### src/rtl/clock_pkg.sv
// Shared encodings and constants for the 1-hour clock mode controller.
// HOLD_REPEAT_EN (optional macro) uses the repeat fractions below.
package clock_pkg;

    typedef enum logic [1:0] {
        MODE_RUN     = 2'd0,
        MODE_SET_MIN = 2'd1,
        MODE_SET_SEC = 2'd2
    } mode_e;

    // Auto-repeat timing as fractions of CLK_HZ: first repeat after 1/2 s, then every 1/10 s.
    localparam int unsigned REP_DELAY_DIV  = 2;
    localparam int unsigned REP_PERIOD_DIV = 10;

    function automatic int unsigned cnt_width(input int unsigned n);
        return (n > 1) ? $clog2(n) : 1;
    endfunction

endpackage

### src/rtl/btn_debounce.sv
// Button debouncer: 2-FF synchroniser, stability counter, registered press pulse on 0->1 only.
module btn_debounce
    import clock_pkg::*;
#(
    parameter int unsigned DEB_CYC = 1000000
) (
    input  logic CLK,
    input  logic RST,
    input  logic raw,
    output logic level,
    output logic press
);

    localparam int unsigned CW = cnt_width(DEB_CYC);

    logic          sync1_q, sync2_q;
    logic          level_q, level_d;
    logic          press_q, press_d;
    logic [CW-1:0] cnt_q, cnt_d;

    always_comb begin
        cnt_d   = '0;
        level_d = level_q;
        press_d = 1'b0;
        if (sync2_q != level_q) begin
            if (cnt_q == CW'(DEB_CYC - 1)) begin
                level_d = ~level_q;
                press_d = ~level_q;
            end else begin
                cnt_d = cnt_q + CW'(1);
            end
        end
    end

    always_ff @(posedge CLK or posedge RST) begin
        if (RST) begin
            sync1_q <= 1'b0;
            sync2_q <= 1'b0;
            level_q <= 1'b0;
            press_q <= 1'b0;
            cnt_q   <= '0;
        end else begin
            sync1_q <= raw;
            sync2_q <= sync1_q;
            level_q <= level_d;
            press_q <= press_d;
            cnt_q   <= cnt_d;
        end
    end

    assign level = level_q;
    assign press = press_q;

endmodule

### src/rtl/clock_mode_ctrl.sv
// Clock sequencing controller: 1 Hz prescaler, RUN/SET_MIN/SET_SEC FSM, button debounce, blink.
// Optional macro HOLD_REPEAT_EN adds inc auto-repeat while held in the set states.
module clock_mode_ctrl
    import clock_pkg::*;
#(
    parameter int unsigned CLK_HZ    = 50000000,
    parameter int unsigned DEB_CYC   = 1000000,
    parameter int unsigned BLINK_DIV = 12500000
) (
    input  logic       CLK,
    input  logic       RST,
    input  logic       btn_mode,
    input  logic       btn_inc,
    input  logic       sec_ca,
    output logic       sec_en,
    output logic       sec_clr,
    output logic       min_en,
    output logic       blank_min,
    output logic       blank_sec,
    output logic [1:0] mode
);

    localparam int unsigned PW = cnt_width(CLK_HZ);
    localparam int unsigned BW = cnt_width(BLINK_DIV);

    mode_e         state_q, state_d;
    logic [PW-1:0] presc_q, presc_d;
    logic [BW-1:0] blink_cnt_q, blink_cnt_d;
    logic          blink_q, blink_d;
    logic          mode_level, mode_press;
    logic          inc_level, inc_pulse, inc_press;
    logic          inc_act, tick;
    logic          unused_level;

    btn_debounce #(
        .DEB_CYC(DEB_CYC)
    ) u_deb_mode (
        .CLK  (CLK),
        .RST  (RST),
        .raw  (btn_mode),
        .level(mode_level),
        .press(mode_press)
    );

    btn_debounce #(
        .DEB_CYC(DEB_CYC)
    ) u_deb_inc (
        .CLK  (CLK),
        .RST  (RST),
        .raw  (btn_inc),
        .level(inc_level),
        .press(inc_pulse)
    );

`ifdef HOLD_REPEAT_EN
    logic [PW-1:0] rep_cnt_q, rep_cnt_d;
    logic [PW-1:0] rep_lim;
    logic          rep_first_q, rep_first_d;
    logic          rep_q, rep_d;

    assign rep_lim = rep_first_q ? PW'(CLK_HZ / REP_DELAY_DIV - 1)
                                 : PW'(CLK_HZ / REP_PERIOD_DIV - 1);

    always_comb begin
        rep_cnt_d   = '0;
        rep_first_d = 1'b1;
        rep_d       = 1'b0;
        if (inc_level && (state_q != MODE_RUN) && !mode_press) begin
            rep_first_d = rep_first_q;
            if (rep_cnt_q == rep_lim) begin
                rep_first_d = 1'b0;
                rep_d       = 1'b1;
            end else begin
                rep_cnt_d = rep_cnt_q + PW'(1);
            end
        end
    end

    always_ff @(posedge CLK or posedge RST) begin
        if (RST) begin
            rep_cnt_q   <= '0;
            rep_first_q <= 1'b1;
            rep_q       <= 1'b0;
        end else begin
            rep_cnt_q   <= rep_cnt_d;
            rep_first_q <= rep_first_d;
            rep_q       <= rep_d;
        end
    end

    assign inc_press    = inc_pulse | rep_q;
    assign unused_level = mode_level;
`else
    assign inc_press    = inc_pulse;
    assign unused_level = mode_level ^ inc_level;
`endif

    assign tick = (presc_q == PW'(CLK_HZ - 1));
    // A mode press always changes state, so it takes priority over inc.
    assign inc_act = inc_press & ~mode_press;

    always_comb begin
        state_d = state_q;
        if (mode_press) begin
            case (state_q)
                MODE_RUN:     state_d = MODE_SET_MIN;
                MODE_SET_MIN: state_d = MODE_SET_SEC;
                default:      state_d = MODE_RUN;
            endcase
        end

        presc_d = '0;
        if ((state_q == MODE_RUN) && !mode_press) begin
            presc_d = tick ? '0 : presc_q + PW'(1);
        end

        // Blink restarts from phase 0 on every state change.
        blink_cnt_d = '0;
        blink_d     = 1'b0;
        if ((state_q != MODE_RUN) && !mode_press) begin
            blink_d = blink_q;
            if (blink_cnt_q == BW'(BLINK_DIV - 1)) begin
                blink_d = ~blink_q;
            end else begin
                blink_cnt_d = blink_cnt_q + BW'(1);
            end
        end
    end

    always_ff @(posedge CLK or posedge RST) begin
        if (RST) begin
            state_q     <= MODE_RUN;
            presc_q     <= '0;
            blink_cnt_q <= '0;
            blink_q     <= 1'b0;
        end else begin
            state_q     <= state_d;
            presc_q     <= presc_d;
            blink_cnt_q <= blink_cnt_d;
            blink_q     <= blink_d;
        end
    end

    always_comb begin
        sec_en    = tick && (state_q == MODE_RUN);
        min_en    = ((state_q == MODE_RUN) && sec_ca) || ((state_q == MODE_SET_MIN) && inc_act);
        sec_clr   = (state_q == MODE_SET_SEC) && inc_act;
        blank_min = (state_q == MODE_SET_MIN) && blink_q;
        blank_sec = (state_q == MODE_SET_SEC) && blink_q;
        mode      = state_q;
    end

endmodule

### config.mk
export PLATFORM = sky130hd
export DESIGN_NAME = clock_mode_ctrl
export DESIGN_NICKNAME = d
export VERILOG_FILES = /design/src/rtl/clock_pkg.sv /design/src/rtl/btn_debounce.sv /design/src/rtl/clock_mode_ctrl.sv
export SDC_FILE = /design/constraint.sdc
export NUM_CORES = 1
export LEC_CHECK = 0
export ABC_AREA = 1
export BUFFER_PORTS_ARGS = -buffer_cell sky130_fd_sc_hd__buf_4
export CAP_MARGIN = 20
export CORE_ASPECT_RATIO = 1.1
export CORE_MARGIN = 2
export CORE_UTILIZATION = 44
export CTS_CLUSTER_DIAMETER = 200
export CTS_CLUSTER_SIZE = 28
export DETAILED_ROUTE_END_ITERATION = 8
export HOLD_SLACK_MARGIN = 0.03
export PLACE_DENSITY_LB_ADDON = 0.08
export SYNTH_ARGS = -nofsm -noshare
export SYNTH_HDL_FRONTEND = slang
export SYNTH_SLANG_ARGS = --single-unit
### constraint.sdc
create_clock -name CLK -period 4.62 [get_ports CLK]
set_clock_uncertainty 0.1 [all_clocks]
set_input_delay 1.386 -clock CLK [delete_from_list [all_inputs] [get_ports CLK]]
set_output_delay 1.386 -clock CLK [all_outputs]
set_load 0.005 [all_outputs]
==> Word level (Yosys, flattened, before mapping) <==
Cells that the tools add are included.
Widths: inputs -> output; s select.
{ "op_classes": {"addsub": 4, "eq_ne": 9, "n_mux": 15, "bitwise_logic": 5, "reduce_logical": 14} }
{ "op_table": {"columns": ["op", "n"], "rows": [
  ["$mux 20", 4],
  ["$mux 26", 2],
  ["$mux 24", 2],
  ["$add 20x1->20 const B", 2],
  ["$eq 20x20->1 const B", 2],
  ["$add 26x1->26 const B", 1],
  ["$eq 26x26->1 const B", 1],
  ["$add 24x1->24 const B", 1],
  ["$eq 24x24->1 const B", 1],
  ["$logic_and 1x1->1", 8],
  ["$mux 1", 6],
  ["$not 1->1", 4],
  ["$pmux 2 s2", 1],
  ["$reduce_and 2->1", 2],
  ["$eq 2x1->1 const B", 1],
  ["$eq 2x2->1 const B", 1],
  ["$logic_not 2->1", 1],
  ["$ne 1x1->1", 2],
  ["$ne 2x1->1 const B", 1],
  ["$reduce_bool 2->1", 1],
  ["$and 1x1->1", 1],
  ["$logic_not 1->1", 1],
  ["$logic_or 1x1->1", 1]
]} }
{ "word_totals": {"register_bits": 101, "in_bits": 5, "output_inout_bits": 7} }

==> Depth between registers and ports, before layout <==
{ "depth": {"depth_word": 4, "mapped_depth": 9, "depth_no_buf": 9} }

==> Modules after synthesis <==
Synthesis repeated with hierarchy kept, for this count alone.
{ "unflattened": {"hier_cells": 759, "hier_area_um2": 5723.0} }
{ "by_module_without_submodules": {"columns": ["mod", "instances", "cells_per_inst", "area_each_um2", "seq_area_each_um2"], "rows": [
  ["clock_mode_ctrl", 1, 431, 3080.5, 1326.3],
  ["btn_debounce", 2, 164, 1321.3, 600.6]
]} }

==> Worst setup path after synthesis <==
Ideal clock, no wire load.
{ "synth_timing": {"kind": "input-to-output", "start": "input port sec_ca", "end": "output port min_en", "arrival_ns": 1.496, "slack_ns": 1.638, "stages": 2, "n_path_buf": 0, "cell_sequence": "nand2_1 -> o31ai_1"} }
{ "synth_via": {"elab_chain_cells": 2} }
{ "synth_lines": {"columns": ["element", "line", "text"], "rows": [
  ["start: declaration", "clock_mode_ctrl.sv:14", "input logic sec_ca,"],
  ["$logic_and 1x1->1", "clock_mode_ctrl.sv:146", "min_en = ((state_q == MODE_RUN) && sec_ca) || ((state_q == MODE_SET_MIN) && inc_act);"],
  ["$logic_or 1x1->1", "clock_mode_ctrl.sv:146", null],
  ["end: declaration", "clock_mode_ctrl.sv:17", "output logic min_en,"]
]} }
Every way passes these cells.

==> Final worst setup path <==
Ends and elaborated chain as after synthesis.

==> impl_metrics.ini <==
[status]
status = finished clean

[global_routing]
grt_pass1_wl_microns = 20900
grt_pass1_vias = 4568
grt_max_degree = 72
grt_antenna_before_repair = 0
grt_overflow_total = 0
track_usage = 0.188

[place]
port-buffer-count = 11
dp_hpwl_microns = 8700
gp_congestion = 0.878
dp_cells = 919

[hold_path]
hold_start = u_deb_mode.sync1_q
min_to = u_deb_mode.sync2_q
hold_depth = 0
hold_class = register to register

[critical_path]
cp_data_arrival_time_ps = 1740
path_max_fanout = 1
crit_family = buffers and inverters
critPathKind = input pin to output port
cp-end-kind = output port
slowest_delay_ps = 140
r2r_end = u_deb_inc.cnt_q[18]
cpMostUsedCell = buf_4
rrSetupSlack_ps = 2870
cp_slowest_cell = buf_4
cp_cell_sequence = buf_4 > nand2_1 > o31ai_1 > buf_4
startpoint_type = input pin
r2r-start = u_deb_inc.cnt_q[0]
cp.required_ps = 3130
r2r_cells = 8
worst-path-buf-inv = 2

[final_layout]
layout_common_cells = 178 x nand2_1, 166 x nor2_1, 101 x dfrtp_1
antenna_cells = 0
layout.nets = 783
mostFrequentLayoutCell = nand2_1
layout-drive-gt1-share = 0.107
final_cells = 935
syn2layout_area_growth_pct = 10.2

[synth]
synth_edf_count = 0
ys_types = 32
syn-instance-count = 750
synth_fp_nets = 760
syn-cell-area_sq_um = 5640
ys_seq_elements = 101
synth-async-reset-ratio = 1.00
synthFlopType = dfrtp_1
yosysSeqAreaShare = 0.448
yosysWarnings = 0
avgSynthCellArea_sq_um = 7.52

[cts]
cts_max_path_buffers = 2
cts_setup_buffers = 0
htreeDepth = 3
cts-buffers-inserted = 9
clkLatencyLatePin_ps = 360
ctsResizeCount = 0
root_buffer = clkbuf_16
clock_sinks = 101
cts_hold_buf = 0
cts_tree = yes
cts.clk_slew.worst_paths_ps = 60

[route]
drt-pass1-iter-count = 4
wirelength_microns = 11800
drcViolationCount = 0
drt_iter0_markers = 227
routedWlPerCell_microns = 12.7
vias = 4638
antenna_left = 0
vias_per_cell = 4.96

[die]
die-height_microns = 123
rows = 43
core-area_sq_um = 12600
die_area_sq_um = 13700
ios = 12
die_x_microns = 112
start_util = 0.448

[sta]
rsz0062_at_grt = no
fin_crit_sh = 0.699
hold_viol_final = 0
fin_crit_ps = 3230
maxSlewViolCount = 0
worst_pin_slew_ps = 889
max-slew-margin-rel = 0.407
setup_viol = 0
setup_tns_ps = 0
max_freq_mhz = 310

[pwr]
leakage_nw = 2.61
peakVddDrop_mv = 0.217
power.density_nw_per_um2 = 275

[job]
cap_violations = 0
## synth_stat cells (3+ instances only)
cell type	instances	area [sq um]
nand3b_1	3	22.5
nand3_1	62	310
nand2_2	7	43.8
a21oi_1	17	85.1
inv_2	3	11.3
inv_1	80	300
nand2_1	178	668
nor3_1	16	80.1
o21ai_0	13	65.1
nor2_1	166	623
nor2_4	10	113
nand4_1	8	50.1
nor2_2	22	138
dfrtp_1	101	2530
nand3_2	5	50.1
xor2_1	23	201
xnor2_1	13	114
ha_1	5	62.6
## kinds of logic (layout without fill, tap and decap cells)
group | Yosys count | count (layout) | synth area share
adder cells (fa/ha/maj) | 5 | 5 | 0.0111
AND/OR/NAND/NOR | 487 | 487 | 0.387
XOR/XNOR | 37 | 37 | 0.0588
buffers and inverters | 85 | 113 | 0.0594
flip-flops | 101 | 101 | 0.448
AO/OA/AOI/OAI | 35 | 35 | 0.0355
## state kept, by name (all words and copies together) (netlist names)
name,flops
blink_cnt_q,24
blink_q,1
mode,2
presc_q,26
u_deb_inc.cnt_q,20
u_deb_inc.level,1
u_deb_inc.press,1
u_deb_inc.sync1_q,1
u_deb_inc.sync2_q,1
u_deb_mode.cnt_q,20
u_deb_mode.level,1
u_deb_mode.press,1
u_deb_mode.sync1_q,1
u_deb_mode.sync2_q,1
## routing by layer
metal | routed length (microns) | vias to the layer above | track usage
li1 | - | 2387 | -
met1 | 5730 | 2175 | 0.245
met2 | 5560 | 57 | 0.313
met3 | 289 | 19 | 0.0296
met4 | 270 | 0 | 0.0838
met5 | 0 | - | 0
## report_power, final
group | switching [mW] | internal (mW) | leakage, nW
sequential | 0.00397 | 0.890 | 1.38
combinational | 0.0302 | 0.0104 | 1.09
clock | 0.352 | 0.421 | 0.134
## how the worst max path moves through the flow
stage                     slack (ps)  startpoint              to  cells after the start
final                           1390      sec_ca          min_en                      4
after global placement          1390      sec_ca          min_en                      4
after floorplan                  490         RST  blink_cnt_q[0]                      1
after detailed placement        1390      sec_ca          min_en                      4
after CTS                       1370  presc_q[0]          sec_en                      8
after global routing            1230  presc_q[0]          sec_en                      8
## final cells by class
cell class | instances | area [sq um]
Tap cell | 157 | 196
Sequential cell | 101 | 2530
Fill cell | 1269 | 6370
Timing Repair Buffer | 13 | 97.6
Multi-Input combinational cell | 564 | 2780
Inverter | 84 | 318
Clock buffer | 9 | 225
Clock inverter | 7 | 73.8
## through the flow
step	utilization	total power [mW]	cell area (sq um)	worst slack [ps]	hold WS, ps
3_3_place_gp	0.470	0.953	5920	1390	236
6_report	0.494	1.71	6220	1390	254
3_5_place_dp	0.470	0.954	5920	1390	239
4_1_cts	0.494	1.73	6220	1370	255
5_1_grt	0.494	1.78	6220	1230	261
2_1_floorplan	-	0.938	5640	487	231
Note: power is estimated with default switching activity, not from simulation.
